[src/rtl/fifo_burst_reader.sv]
// fifo_burst_reader: pops fixed-length bursts from a show-ahead FIFO into a
// valid/ready stream. Define FIFO_BURST_READER_STATS_EN to add burst_cnt_o.

module fifo_burst_reader #(
    parameter int DWIDTH    = 16,
    parameter int AWIDTH    = 4,
    parameter int BURST_LEN = 8
) (
    input  logic              clk_i,
    input  logic              srst_i,
    input  logic [DWIDTH-1:0] fifo_q_i,
    input  logic              fifo_empty_i,
    input  logic [AWIDTH:0]   fifo_usedw_i,
    output logic              fifo_rdreq_o,
    input  logic              flush_i,
    output logic [DWIDTH-1:0] data_o,
    output logic              valid_o,
    output logic              last_o,
    input  logic              ready_i
`ifdef FIFO_BURST_READER_STATS_EN
    ,
    output logic [15:0]       burst_cnt_o
`endif
);

    localparam logic [AWIDTH:0] BLEN = (AWIDTH+1)'(BURST_LEN);
    localparam logic [AWIDTH:0] ONE  = (AWIDTH+1)'(1);

    typedef enum logic {
        IDLE  = 1'b0,
        BURST = 1'b1
    } state_t;

    state_t            state;
    logic [AWIDTH:0]   remaining;
    logic              flush_pend;

    // second buffer slot, holds a popped word while the head is stalled
    logic              skid_valid;
    logic [DWIDTH-1:0] skid_data;
    logic              skid_last;

    logic [1:0]        buf_cnt;
    logic              xfer;
    logic              pop;
    logic              pop_last;
    logic              head_free;

    assign buf_cnt   = {1'b0, valid_o} + {1'b0, skid_valid};
    assign xfer      = valid_o & ready_i;
    assign head_free = ~valid_o | ready_i;
    assign pop_last  = (remaining == ONE);

    assign pop = srst_i
               & (state == BURST)
               & ~fifo_empty_i
               & (remaining != '0)
               & (buf_cnt < 2'd2);

    assign fifo_rdreq_o = pop;

    // burst sequencing: start on full fill or pending flush, end on last beat
    always_ff @(posedge clk_i) begin
        if (!srst_i) begin
            state      <= IDLE;
            remaining  <= '0;
            flush_pend <= 1'b0;
        end else begin
            unique case (state)
                IDLE: begin
                    if (fifo_usedw_i >= BLEN) begin
                        state      <= BURST;
                        remaining  <= BLEN;
                        flush_pend <= flush_pend | flush_i;
                    end else if (flush_pend && fifo_usedw_i == '0) begin
                        flush_pend <= flush_i;
                    end else if (flush_pend && !fifo_empty_i) begin
                        state      <= BURST;
                        remaining  <= fifo_usedw_i;
                        flush_pend <= flush_i;
                    end else begin
                        flush_pend <= flush_pend | flush_i;
                    end
                end
                BURST: begin
                    if (pop) begin
                        remaining <= remaining - ONE;
                    end
                    if (xfer && last_o) begin
                        state <= IDLE;
                    end
                    flush_pend <= flush_pend | flush_i;
                end
            endcase
        end
    end

    // two-entry output buffer: head drives the stream, skid catches a stall
    always_ff @(posedge clk_i) begin
        if (!srst_i) begin
            valid_o    <= 1'b0;
            data_o     <= '0;
            last_o     <= 1'b0;
            skid_valid <= 1'b0;
            skid_data  <= '0;
            skid_last  <= 1'b0;
        end else begin
            if (head_free) begin
                if (skid_valid) begin
                    valid_o <= 1'b1;
                    data_o  <= skid_data;
                    last_o  <= skid_last;
                end else if (pop) begin
                    valid_o <= 1'b1;
                    data_o  <= fifo_q_i;
                    last_o  <= pop_last;
                end else begin
                    valid_o <= 1'b0;
                    last_o  <= 1'b0;
                end
            end
            if (!head_free && pop) begin
                skid_valid <= 1'b1;
                skid_data  <= fifo_q_i;
                skid_last  <= pop_last;
            end else if (head_free) begin
                skid_valid <= 1'b0;
            end
        end
    end

`ifdef FIFO_BURST_READER_STATS_EN
    // completed-burst counter, wraps naturally at 16 bits
    always_ff @(posedge clk_i) begin
        if (!srst_i) begin
            burst_cnt_o <= '0;
        end else if (xfer && last_o) begin
            burst_cnt_o <= burst_cnt_o + 16'd1;
        end
    end
`endif

endmodule
[config.mk]
export PLATFORM = sky130hd
export DESIGN_NAME = fifo_burst_reader
export DESIGN_NICKNAME = d
export VERILOG_FILES = /design/src/rtl/fifo_burst_reader.sv
export SDC_FILE = /design/constraint.sdc
export NUM_CORES = 1
export LEC_CHECK = 0
export ABC_CLOCK_PERIOD_IN_PS = 2390
export BUFFER_PORTS_ARGS = -buffer_cell sky130_fd_sc_hd__buf_2
export CORE_UTILIZATION = 45
export CTS_BUF_LIST = sky130_fd_sc_hd__clkbuf_4 sky130_fd_sc_hd__clkbuf_8 sky130_fd_sc_hd__clkbuf_16
export CTS_CLUSTER_SIZE = 8
export DETAILED_ROUTE_END_ITERATION = 8
export PLACE_DENSITY = 0.68
export SETUP_SLACK_MARGIN = 0.4
export SLEW_MARGIN = 20
export SYNTH_ARGS = -nofsm -noshare
export SYNTH_HDL_FRONTEND = slang
export SYNTH_SLANG_ARGS = --single-unit
[constraint.sdc]
create_clock -name clk_i -period 2.39 [get_ports clk_i]
set_clock_uncertainty 0.2 [all_clocks]
set_input_delay 0.239 -clock clk_i [delete_from_list [all_inputs] [get_ports clk_i]]
set_output_delay 0.239 -clock clk_i [all_outputs]
set_load 0.02 [all_outputs]
---- Word level (Yosys, flattened, before mapping) ----
Cells that the tools add are included.
Widths: inputs -> output; s select.
storage, ports and cells
  output and inout port bits .............. 19
  logic and storage cells ................. 61
  register bits after elaboration ......... 43
cells by class
  eq/ne operators ......................... 4
  bitwise operators ....................... 10
  $add $sub $neg .......................... 2
  reduce and logical (&&, ||, !) cells .... 12
  muxes and demuxes ....................... 22
  $lt $le $gt $ge ......................... 2
operators by type and width
  cell                 count
  $mux 16              2
  $mux 5               4
  $mux 1               13
  $pmux 5 s2           1
  $ne 3x3->1 const B   2
  $and 1x1->1          5
  $eq 5x1->1 const B   1
  $ge 5x4->1 const B   1
  $logic_not 5->1      1
  $reduce_bool 5->1    1
  $sub 5x1->5 const B  1
  $logic_and 1x1->1    4
  $pmux 1 s2           2
  $reduce_bool 2->1    2
  $not 1->1            3
  $reduce_and 3->1     1
  $add 1x1->2          1
  $logic_not 1->1      2
  $lt 2x2->1 const B   1
  $ne 2x1->1 const B   1
  $or 1x1->1           2
  $reduce_and 2->1     1

---- Depth between registers and ports, before layout ----
Gate-level depths: netlist (run 1).
  word-level depth ........................ 6
  depth in mapped cells ................... 8
  gate-level depth less buffers ........... 6

---- Worst setup path before layout (run 1) ----
Ideal clock, no wire load.
  path kind ............................... register to register
  start point ............................. reg remaining[0]
  end point ............................... reg skid_data[10]
  buffers on the path ..................... 2
  arrival ................................. 1.657 ns
  cell stages (with the launch flop) ...... 9
  path slack .............................. 0.417 ns
  library setup time ...................... 0.116 ns
  cells stage by stage .................... dfxtp_1 > inv_1 > ha_1 > a221o_1 > buf_6 > nor2_8 > buf_12 > mux2i_1 > nor2b_1
on the way
  longest elaborated chain between the ends .. 4
RTL lines
  element                 line  source
  start, declared         35    logic [AWIDTH:0] remaining;
  start signal, assigned  79    remaining <= fifo_usedw_i;
  start signal, assigned  87    remaining <= remaining - ONE;
  $reduce_bool 5->1       57    & (remaining != '0)
  $and 1x1->1             57
  $and 1x1->1             58    & (buf_cnt < 2'd2);
  $logic_and 1x1->1       122   if (!head_free && pop) begin
  end signal, assigned    124   skid_data <= fifo_q_i;
  end, declared           40    logic [DWIDTH-1:0] skid_data;
No other way between the ends.
A chain may end at the register's enable or synchronous reset.

---- Worst setup path after layout (run 1) ----
  start point ............................. reg remaining[0]
  end point ............................... out fifo_rdreq_o
on the way
  longest elaborated chain between the ends .. 3
RTL lines
  element            line  source
  $reduce_bool 5->1  57
  $and 1x1->1        57
  $and 1x1->1        58
  end, declared      14    output logic fifo_rdreq_o,
No other way between the ends.

==> flow_metrics.tcl, run 1 <==
set metrics [dict create \
    status "completed" \
    synthCells 196 \
    hold_path.class "in2reg" \
    placementRows 23 \
    drv_slew 0 \
    grt_max_degree 44 \
    seq_area_sq_um 866 \
    use_met1_pct 20.4 \
    worstMarginPinSlew_ns 0.598 \
    grtUsageMet3_pct 4.33 \
    drc 0 \
    place_congestion 0.802 \
    swShare_pct 24.4 \
    fmax_mhz 511 \
    cts_buffer_depth 2 \
    cts-root-buf "clkbuf_8" \
    die_x_um 68.2 \
    reg2reg_from "remaining[0]" \
    antenna_found_initial 0 \
    final_hold_viol_count 0 \
    die_y_um 68.2 \
    synth_nets 224 \
    final_cells 293 \
    preCtsSetupSlack_ns 0.223 \
    cts_buffers 5 \
    synthTopCellsByCount "dfxtp_1 (43), mux2i_1 (32), nand2_1 (22)" \
    combPwrFrac_pct 13.1 \
    yosysSeqAreaShare_pct 43.6 \
    whs_endpoint "skid_data[8]" \
    die-area_sq_um 4660 \
    netlist_area_sq_um 1970 \
    synth-edff-count 0 \
    worst_path_max_delay_cell "a221o_2" \
    cts_tree "yes" \
    yosysTopAreaCellShare_pct 43.6 \
    dpl.cell_count 280 \
    antenna_left 0 \
    path_common_cell "inv_2" \
    r2r_slack_ns 0.46 \
    synth-seq-cells 43 \
    dr_total_vias 1525 \
    fillers 379 \
    wl_per_cell_um 12.9 \
    syn_avg_cell_area_sq_um 10.1 \
    async_flop_share_pct 0 \
    synthFlopType "dfxtp_1" \
    cts_max_level 2 \
    via_per_inst 5.20 \
    diodes 0 \
    p_total_mw 1.56 \
    min_period_over_period_pct 81.8 \
    use_met2_pct 27.6 \
    relSlewSlack_pct 59.6 \
    start_kind "flip-flop" \
    yosysMostFrequentCell "dfxtp_1" \
    yosysWarnings 0 \
    critPathMaxFanout 6 \
    max_cap_violations 0 \
    end_kind "primary output" \
    drive_above_1_share_pct 30.0 \
    core_region_area_sq_um 4120 \
    clk_pin_slew_ns 0.08 \
    pwr-share-clk_pct 37.8 \
    grt_pass1_wl_um 5890 \
    setup_slack_ns 0.434 \
    leakage_nw 1.16 \
    worstHoldPathCells 3 \
    clock-sinks 43 \
    timing.setup.tns_ns 0 \
    multi_input_area_sq_um 1020 \
    rsz0062_at_grt "true" \
    hpwl_um 2470 \
    cp_slowest_stage_delay_ns 0.45 \
    internal_power_mw 1.18 \
    port_buffers 44 \
    crit_required_ns 1.95 \
    grt_overflow_total 0 \
    syn2layout_area_growth_pct 21.7 \
    track_usage_pct 17.3 \
    clk_latency_ns 0.30 \
    dr.first_iter.drc_count 116 \
    nets 270 \
    start_util_pct 48.0 \
    power_density_nw_per_um2 649 \
    switchingPower_mw 0.381 \
    synth_cell_types 39 \
    min_period_ns 1.96 \
    synth_largest_area_cell "dfxtp_1" \
    hold_path.startpoint "fifo_q_i[8]" \
    seqPwrFrac_pct 49.2 \
    reg2regPathDepth 6 \
    synth_area_leaders "dfxtp_1 (44%), mux2i_1 (16%), o211a_1 (9.1%), nor2b_1 (5.4%), nand2_1 (4.2%)" \
    worstSetupPathType "reg2out" \
    r2r-end "remaining[2]" \
    io_pins 45 \
    cp_cell_sequence "inv_2 > ha_4 > a221o_2 > inv_2 > buf_6" \
    grt_pass1_vias 1398 \
    cp.arrival_ns 1.52 \
    drt_pass1_iterations 4 \
    gr-max-usage-layer "met2" \
    routed_wl_um 3780 \
    setup_viol 0 \
    peakVddDrop_v 0.000317 \
]
sequential cells by signal, summed over array words and instances, names as in the netlist:
| signal | flops |
|---|---|
| skid_data | 16 |
| skid_valid | 1 |
| remaining | 5 |
| skid_last | 1 |
| data_o | 16 |
| flush_pend | 1 |
| valid_o | 1 |
| state | 1 |
| last_o | 1 |
area by class of cell:
class | count | area share, %
Multi-Input combinational cell | 133 | 42.4
Sequential cell | 43 | 36.0
Tap cell | 50 | 2.60
Clock buffer | 6 | 3.44
Inverter | 6 | 0.937
Clock inverter | 2 | 1.46
Timing Repair Buffer | 53 | 13.1
how the worst max path moves through the flow:
| stage | start | to | slack [ns] | depth (start not counted) |
|---|---|---|---|---|
| final | remaining[0] | fifo_rdreq_o | 0.43 | 5 |
| after global routing | remaining[0] | fifo_rdreq_o | 0.38 | 5 |
| after CTS | remaining[1] | fifo_rdreq_o | 0.42 | 5 |
| after detailed placement | remaining[0] | data_o[0] | 0.22 | 7 |
| after global placement | remaining[0] | data_o[0] | 0.24 | 7 |
| after floorplan | remaining[0] | skid_data[10] | 0.42 | 8 |
layer usage:
metal	share of wire [%]	wire length, um
met5	0	0
met4	2.4	91
met3	4.2	159
met2	43	1640
met1	50	1890
placed cells by master, fill, tap and decap left out, types with 2 or more instances in the layout:
cell,n
nor2b_1,17
buf_4,5
o21ai_0,6
nand2b_1,2
dlygate4sd3_1,2
buf_6,2
dfxtp_2,4
buf_2,43
a21oi_1,5
nand2_1,22
nand3_1,2
mux2i_1,32
inv_1,3
dfxtp_1,39
inv_2,3
nor2_1,5
clkbuf_8,6
o211a_1,18
power groups by stage:
stage | clock network [mW] | logic (mW) | registers, mW
detailed placement | 0 | 0.183 | 0.784
floorplan | 0 | 0.111 | 0.796
global placement | 0 | 0.183 | 0.783
global route | 0.631 | 0.225 | 0.771
finish | 0.590 | 0.204 | 0.767
CTS | 0.607 | 0.203 | 0.767
worst max-delay path, delay by kind of cell (launching register included):
family                     cells  cell delay [ns]
adders and majority gates      1             0.16
buffers and inverters          3             0.26
AOI/OAI and AO/OA              1             0.45
DFF                            1             0.34
cells by family (layout without fill, tap and decap cells):
kind of cell / after synthesis / in the layout / share of synthesized area [%]
buffers and inverters: 20 / 67 / 5.83
DFF: 43 / 43 / 43.6
and+or+nand+nor: 57 / 57 / 15.7
AOI/OAI and AO/OA: 42 / 42 / 17.4
muxes: 32 / 32 / 16.2
adders and majority gates: 2 / 2 / 1.27
per-stage QoR:
step / hold WS [ns] / utilization, % / cell area, sq um
6_report: 0.0114 / 58.4 / 2400
5_1_grt: 0.0139 / 58.4 / 2400
4_1_cts: 0.00226 / 57.7 / 2370
3_5_place_dp: 0.255 / 53.3 / 2190
3_3_place_gp: 0.232 / 53.3 / 2190
2_1_floorplan: 0.178 / - / 1970
timing repair:
item / 4_1_cts / 5_1_grt
pin swaps: 3 / 3
endpoints found under the hold margin: 2 / 0
setup buffers: 2 / 1
hold buffers: 2 / 0
cloned: 0 / 0
endpoints found under the setup margin: 36 / 34
resized for setup: 12 / 2
(Power assumes the default switching activity.)
==> run 2, diff against run 1 <==
--- a/config.mk
+++ b/config.mk
@@ -5,7 +5,7 @@
 export SDC_FILE = /design/constraint.sdc
 export NUM_CORES = 1
 export LEC_CHECK = 0
-export ABC_CLOCK_PERIOD_IN_PS = 2390
+export ABC_CLOCK_PERIOD_IN_PS = 2000
 export BUFFER_PORTS_ARGS = -buffer_cell sky130_fd_sc_hd__buf_2
 export CORE_UTILIZATION = 45
 export CTS_BUF_LIST = sky130_fd_sc_hd__clkbuf_4 sky130_fd_sc_hd__clkbuf_8 sky130_fd_sc_hd__clkbuf_16
==> constraint.sdc (replaced) <==
create_clock -name clk_i -period 2 [get_ports clk_i]
set_clock_uncertainty 0.2 [all_clocks]
set_input_delay 0.2 -clock clk_i [delete_from_list [all_inputs] [get_ports clk_i]]
set_output_delay 0.2 -clock clk_i [all_outputs]
set_load 0.02 [all_outputs]
==> run 2 against run 1 <==
  * Utilization increased by 6.6 points
  * Clock power increased by 4.6%
  * Sequential share of layout area decreased by 3.7 points
  * Critical path type is now reg2reg
  * Largest power group unchanged
  * Flip-flop and latch count unchanged
  * Worst hold slack got worse by 0.0097 ns
  * Die area unchanged
  * Critical endpoint is now data_o[3]
  * Register-to-register slack got worse by 0.37 ns
==> flow_metrics.tcl, run 2 (synthesis gave the netlist of run 1 again) <==
set metrics [dict create \
    status "completed" \
    r2r-end "data_o[3]" \
    clk_pin_slew_ns 0.08 \
    hpwl_um 2650 \
    power_density_nw_per_um2 688 \
    io_pins 45 \
    placementRows 23 \
    cts_buffer_depth 2 \
    dpl.cell_count 286 \
    switchingPower_mw 0.462 \
    worst_path_max_delay_cell "a221o_2" \
    die_y_um 68.2 \
    worstSetupPathType "reg2reg" \
    nets 296 \
    start_kind "flip-flop" \
    timing.setup.tns_ns 0 \
    hold_path.startpoint "fifo_q_i[1]" \
    reg2regPathDepth 6 \
    cts_buffers 5 \
    final_common_cell "buf_2" \
    port_buffers 44 \
    drt_pass1_iterations 4 \
    grt_overflow_total 0 \
    whs_endpoint "skid_data[1]" \
    p_total_mw 1.84 \
    drc 0 \
    track_usage_pct 19.3 \
    swShare_pct 25.1 \
    cp_slowest_stage_delay_ns 0.44 \
    fillers 352 \
    final_hold_viol_count 0 \
    cts-root-buf "clkbuf_8" \
    top_regs "data_o (16), skid_data (16), remaining (5)" \
    dr.first_iter.drc_count 44 \
    drive_above_1_share_pct 34.2 \
    cp_cell_sequence "inv_2 > ha_4 > a221o_2 > a21boi_4 > clkbuf_4 > o211a_1" \
    crit_required_ns 2.04 \
    relSlewSlack_pct 74.0 \
    worstMarginPinSlew_ns 0.389 \
    antenna_left 0 \
    routed_wl_um 4330 \
    grt_pass1_vias 1515 \
    start_util_pct 48.0 \
    diodes 0 \
    antenna_found_initial 0 \
    end_kind "flip-flop" \
    final_cell_mix "buf_2 (44), dfxtp_1 (40), mux2i_1 (31), o211a_1 (18), nor2b_1 (17)" \
    grt_pass1_wl_um 6610 \
    hold_path.class "in2reg" \
    core_region_area_sq_um 4120 \
    final_cells 319 \
    peakVddDrop_v 0.000420 \
    min_period_ns 1.91 \
    critPathMaxFanout 10 \
    max_cap_violations 0 \
    drv_slew 0 \
    cts_tree "yes" \
    leakage_nw 1.28 \
    fmax_mhz 523 \
    seqPwrFrac_pct 49.5 \
    wl_per_cell_um 13.6 \
    cts_max_level 2 \
    clock-sinks 43 \
    dr_total_vias 1617 \
    pwr-share-clk_pct 33.5 \
    place_congestion 0.808 \
    syn2layout_area_growth_pct 35.6 \
    via_per_inst 5.07 \
    die_x_um 68.2 \
    cp.arrival_ns 1.95 \
    combPwrFrac_pct 17.0 \
    setup_viol 0 \
    clk_latency_ns 0.29 \
    rsz0062_at_grt "true" \
    internal_power_mw 1.38 \
    die-area_sq_um 4660 \
    r2r_slack_ns 0.09 \
    reg2reg_from "remaining[1]" \
    grt_max_degree 45 \
    min_period_over_period_pct 95.6 \
    worstHoldPathCells 3 \
]
run 2: changes by cell type in the layout (fill, tap and decap cells not counted), sizes merged:
cell and change:
clkinv -1, clkbuf +4, buf +10, dlygate4sd3 +14, bufinv -1
run 2: worst max-delay path by stage:
| stage | from | slack (ns) | end |
|---|---|---|---|
| floorplan | remaining[0] | 0.14 | skid_data[10] |
| global placement | remaining[1] | 0.05 | data_o[5] |
| detailed placement | remaining[1] | 0.006 | data_o[8] |
| CTS | remaining[1] | 0.11 | data_o[11] |
| global route | remaining[1] | 0.02 | data_o[9] |
| finish | remaining[1] | 0.09 | data_o[3] |
run 2: metal layers:
layer	global-route usage [%]	routed length (um)	vias to the layer above
li1	-	-	830
met1	22.9	2020	747
met2	33.0	2070	34
met3	3.67	186	6
met4	9.64	60	0
met5	0	0	-
run 2: repair_timing:
action                                  4_1_cts  5_1_grt
hold buffers                                 16        0
setup buffers                                 4        2
cloned                                        0        3
endpoints found under the setup margin       43       42
gates resized for setup                      11       11
endpoints found under the hold margin        16        0
pin swaps                                     1        3
run 2: stage by stage:
step	hold slack (ns)	utilization [%]	setup slack, ns	instance area [sq um]
floorplan	0.139	-	0.136	1990
global placement	0.231	55.1	0.0462	2270
detailed placement	0.238	55.1	0.00586	2270
CTS	0.000600	63.0	0.108	2590
global route	0.0258	65.0	0.0169	2680
finish	0.00164	65.0	0.0887	2680
run 2: layout make-up:
type | instances | area [sq um] | share of cell area [%]
multi-input cells | 133 | 1050 | 39.3
flip-flops and latches | 43 | 865 | 32.3
repair buffers | 79 | 572 | 21.4
clock buffers | 8 | 104 | 3.88
well taps | 50 | 62.6 | 2.34
inverters | 6 | 22.5 | 0.842
run 2: worst max-delay path, delay by kind of cell, from the launching register on:
kind                       cells  cell delay [ns]
AOI/OAI and AO/OA              3             0.86
adders and majority gates      1             0.15
DFF                            1             0.34
buffers and inverters          2             0.30
run 2: power groups by stage:
stage | registers (mW) | logic [mW] | clock network [mW]
4_1_cts | 0.909 | 0.293 | 0.635
2_1_floorplan | 0.954 | 0.139 | 0
3_3_place_gp | 0.931 | 0.245 | 0
3_5_place_dp | 0.931 | 0.246 | 0
6_report | 0.911 | 0.313 | 0.617
5_1_grt | 0.916 | 0.344 | 0.663
==> run 3, diff against run 2 <==
--- a/config.mk
+++ b/config.mk
@@ -11,7 +11,7 @@
 export CTS_BUF_LIST = sky130_fd_sc_hd__clkbuf_4 sky130_fd_sc_hd__clkbuf_8 sky130_fd_sc_hd__clkbuf_16
 export CTS_CLUSTER_SIZE = 8
 export DETAILED_ROUTE_END_ITERATION = 8
-export PLACE_DENSITY = 0.68
+export PLACE_DENSITY = 0.76
 export SETUP_SLACK_MARGIN = 0.4
 export SLEW_MARGIN = 20
 export SYNTH_ARGS = -nofsm -noshare
==> run 3 against run 2 <==
  * Clock power rose by 3%
  * Cell area rose by 7.5%
  * Global-route usage rose by 1.2 points
  * First-iteration DRC count rose to 3.1 times the previous value
  * Sequential power barely moved
  * Via count rose by 8.3%
  * Utilization rose by 4.9 points
  * Power rose by 4.7%
  * Critical endpoint is now data_o[7]
  * Largest power group unchanged
  * Highest routed layer unchanged
==> flow_metrics.tcl, run 3 (synthesis gave the netlist of run 1 again) <==
set metrics [dict create \
    cts-root-buf "clkbuf_8" \
    syn2layout_area_growth_pct 45.8 \
    setup_viol 0 \
    final_common_cell "buf_2" \
    worstHoldPathCells 3 \
    diodes 0 \
    cp_slowest_stage_delay_ns 0.34 \
    cts_max_level 2 \
    critPathBufInv 3 \
    cp.arrival_ns 1.93 \
    top_regs "data_o (16), skid_data (16), remaining (5)" \
    dr.first_iter.drc_count 138 \
    cts_buffers 5 \
    routed_wl_um 5040 \
    end_kind "flip-flop" \
    multi_input_area_sq_um 1130 \
    min_period_ns 1.95 \
    r2r-end "data_o[7]" \
    worstMarginPinSlew_ns 0.431 \
    grt_pass1_vias 1510 \
    worst_path_max_delay_cell "dfxtp_2" \
    max_cap_violations 0 \
    seq_area_sq_um 868 \
    start_util_pct 48.0 \
    port_buffers 44 \
    grt_max_degree 45 \
    drv_slew 0 \
    preCtsSetupSlack_ns 0.0880 \
    drc 0 \
    start_kind "flip-flop" \
    grt_overflow_total 0 \
    placementRows 23 \
    track_usage_pct 20.5 \
    crit_required_ns 1.98 \
    die_x_um 68.2 \
    via_per_inst 5.36 \
    grt_pass1_wl_um 6820 \
    die-area_sq_um 4660 \
    worstSetupPathType "reg2reg" \
    leakage_nw 1.38 \
    reg2regPathDepth 8 \
    nets 304 \
    place_area_sq_um 2310 \
    rsz0062_at_grt "true" \
    core_region_area_sq_um 4120 \
    hold_path.class "in2reg" \
    wl_per_cell_um 15.4 \
    hold_path.startpoint "fifo_q_i[14]" \
    path_common_cell "buf_6" \
    clk_pin_slew_ns 0.09 \
    antenna_found_initial 0 \
    crit_family "compound AO/OA/AOI/OAI gates" \
    setup_slack_ns 0.0528 \
    drive_above_1_share_pct 43.7 \
    io_pins 45 \
    clk_latency_ns 0.30 \
    cts_buffer_depth 2 \
    design_area_sq_um 2880 \
    drt_pass1_iterations 4 \
    reg2reg_from "remaining[0]" \
    peakVddDrop_v 0.000559 \
    hpwl_um 2650 \
    fillers 304 \
    final_cell_mix "buf_2 (43), dfxtp_1 (39), mux2i_1 (31), o211a_1 (18), nor2b_1 (17)" \
    cp_cell_sequence "inv_2 > ha_4 > a221o_1 > buf_6 > a21boi_4 > buf_6 > nand2_4 > o211a_1" \
    place_congestion 0.849 \
    status "completed" \
    dr_total_vias 1752 \
    relSlewSlack_pct 71.2 \
    cts_tree "yes" \
    die_y_um 68.2 \
    r2r_slack_ns 0.05 \
    final_hold_viol_count 0 \
    timing.setup.tns_ns 0 \
    antenna_left 0 \
    min_period_over_period_pct 97.4 \
    whs_endpoint "skid_data[14]" \
    fmax_mhz 514 \
    clock-sinks 43 \
    critPathMaxFanout 5 \
    path_depth 8 \
    power_density_nw_per_um2 669 \
]
-- run 3: worst max path at each step --
stage	start	slack, ns	to
detailed placement	remaining[1]	0.09	skid_data[14]
CTS	remaining[0]	0.11	data_o[1]
finish	remaining[0]	0.05	data_o[7]
global route	remaining[0]	0.003	data_o[10]
global placement	remaining[1]	0.13	skid_data[8]
floorplan	remaining[0]	0.14	skid_data[10]
-- run 3: layout make-up --
class / instances / area share, %
sequential: 43 / 30.2
timing repair buffer: 87 / 23.8
inverter: 6 / 0.870
multi-input combinational: 133 / 39.4
clock buffer: 8 / 3.61
tap: 50 / 2.17
-- run 3: timing repair --
action / CTS / global route
gates cloned: 3 / 1
endpoints found under the hold margin: 14 / 0
buffers inserted: 5 / 6
setup endpoints to repair: 41 / 42
pin swaps: 7 / 3
hold buffers: 14 / 0
resized for setup: 29 / 29
-- run 3: power by group --
part           internal (mW)  switching [mW]
logic                  0.196           0.184
registers              0.891          0.0219
clock network          0.329           0.305
total                   1.42           0.511
-- run 3: worst register-to-register path: cells and delay by family, from the launching register on --
kind / cells / cell delay, ns
AOI/OAI and AO/OA: 3 / 0.72
adders and majority gates: 1 / 0.15
buffers and inverters: 3 / 0.38
DFF: 1 / 0.34
and+or+nand+nor: 1 / 0.05
-- run 3: routing by layer --
layer | track usage, % | part of all wire [%] | wire length, um
met1 | 25.5 | 44 | 2220
met2 | 31.9 | 48 | 2410
met3 | 6.00 | 6.1 | 309
met4 | 10.7 | 2.0 | 101
met5 | 0 | 0 | 0
-- run 3: per-stage QoR --
step                      cells  total power [mW]  utilization, %  hold WS (ns)
after floorplan             196              1.09               -         0.139
after global placement      290              1.18            56.1         0.232
after detailed placement    290              1.19            56.1         0.235
after CTS                   320              1.87            65.6      0.000570
after global routing        327              2.01            69.9       0.00280
final                       327              1.93            69.9       0.00244
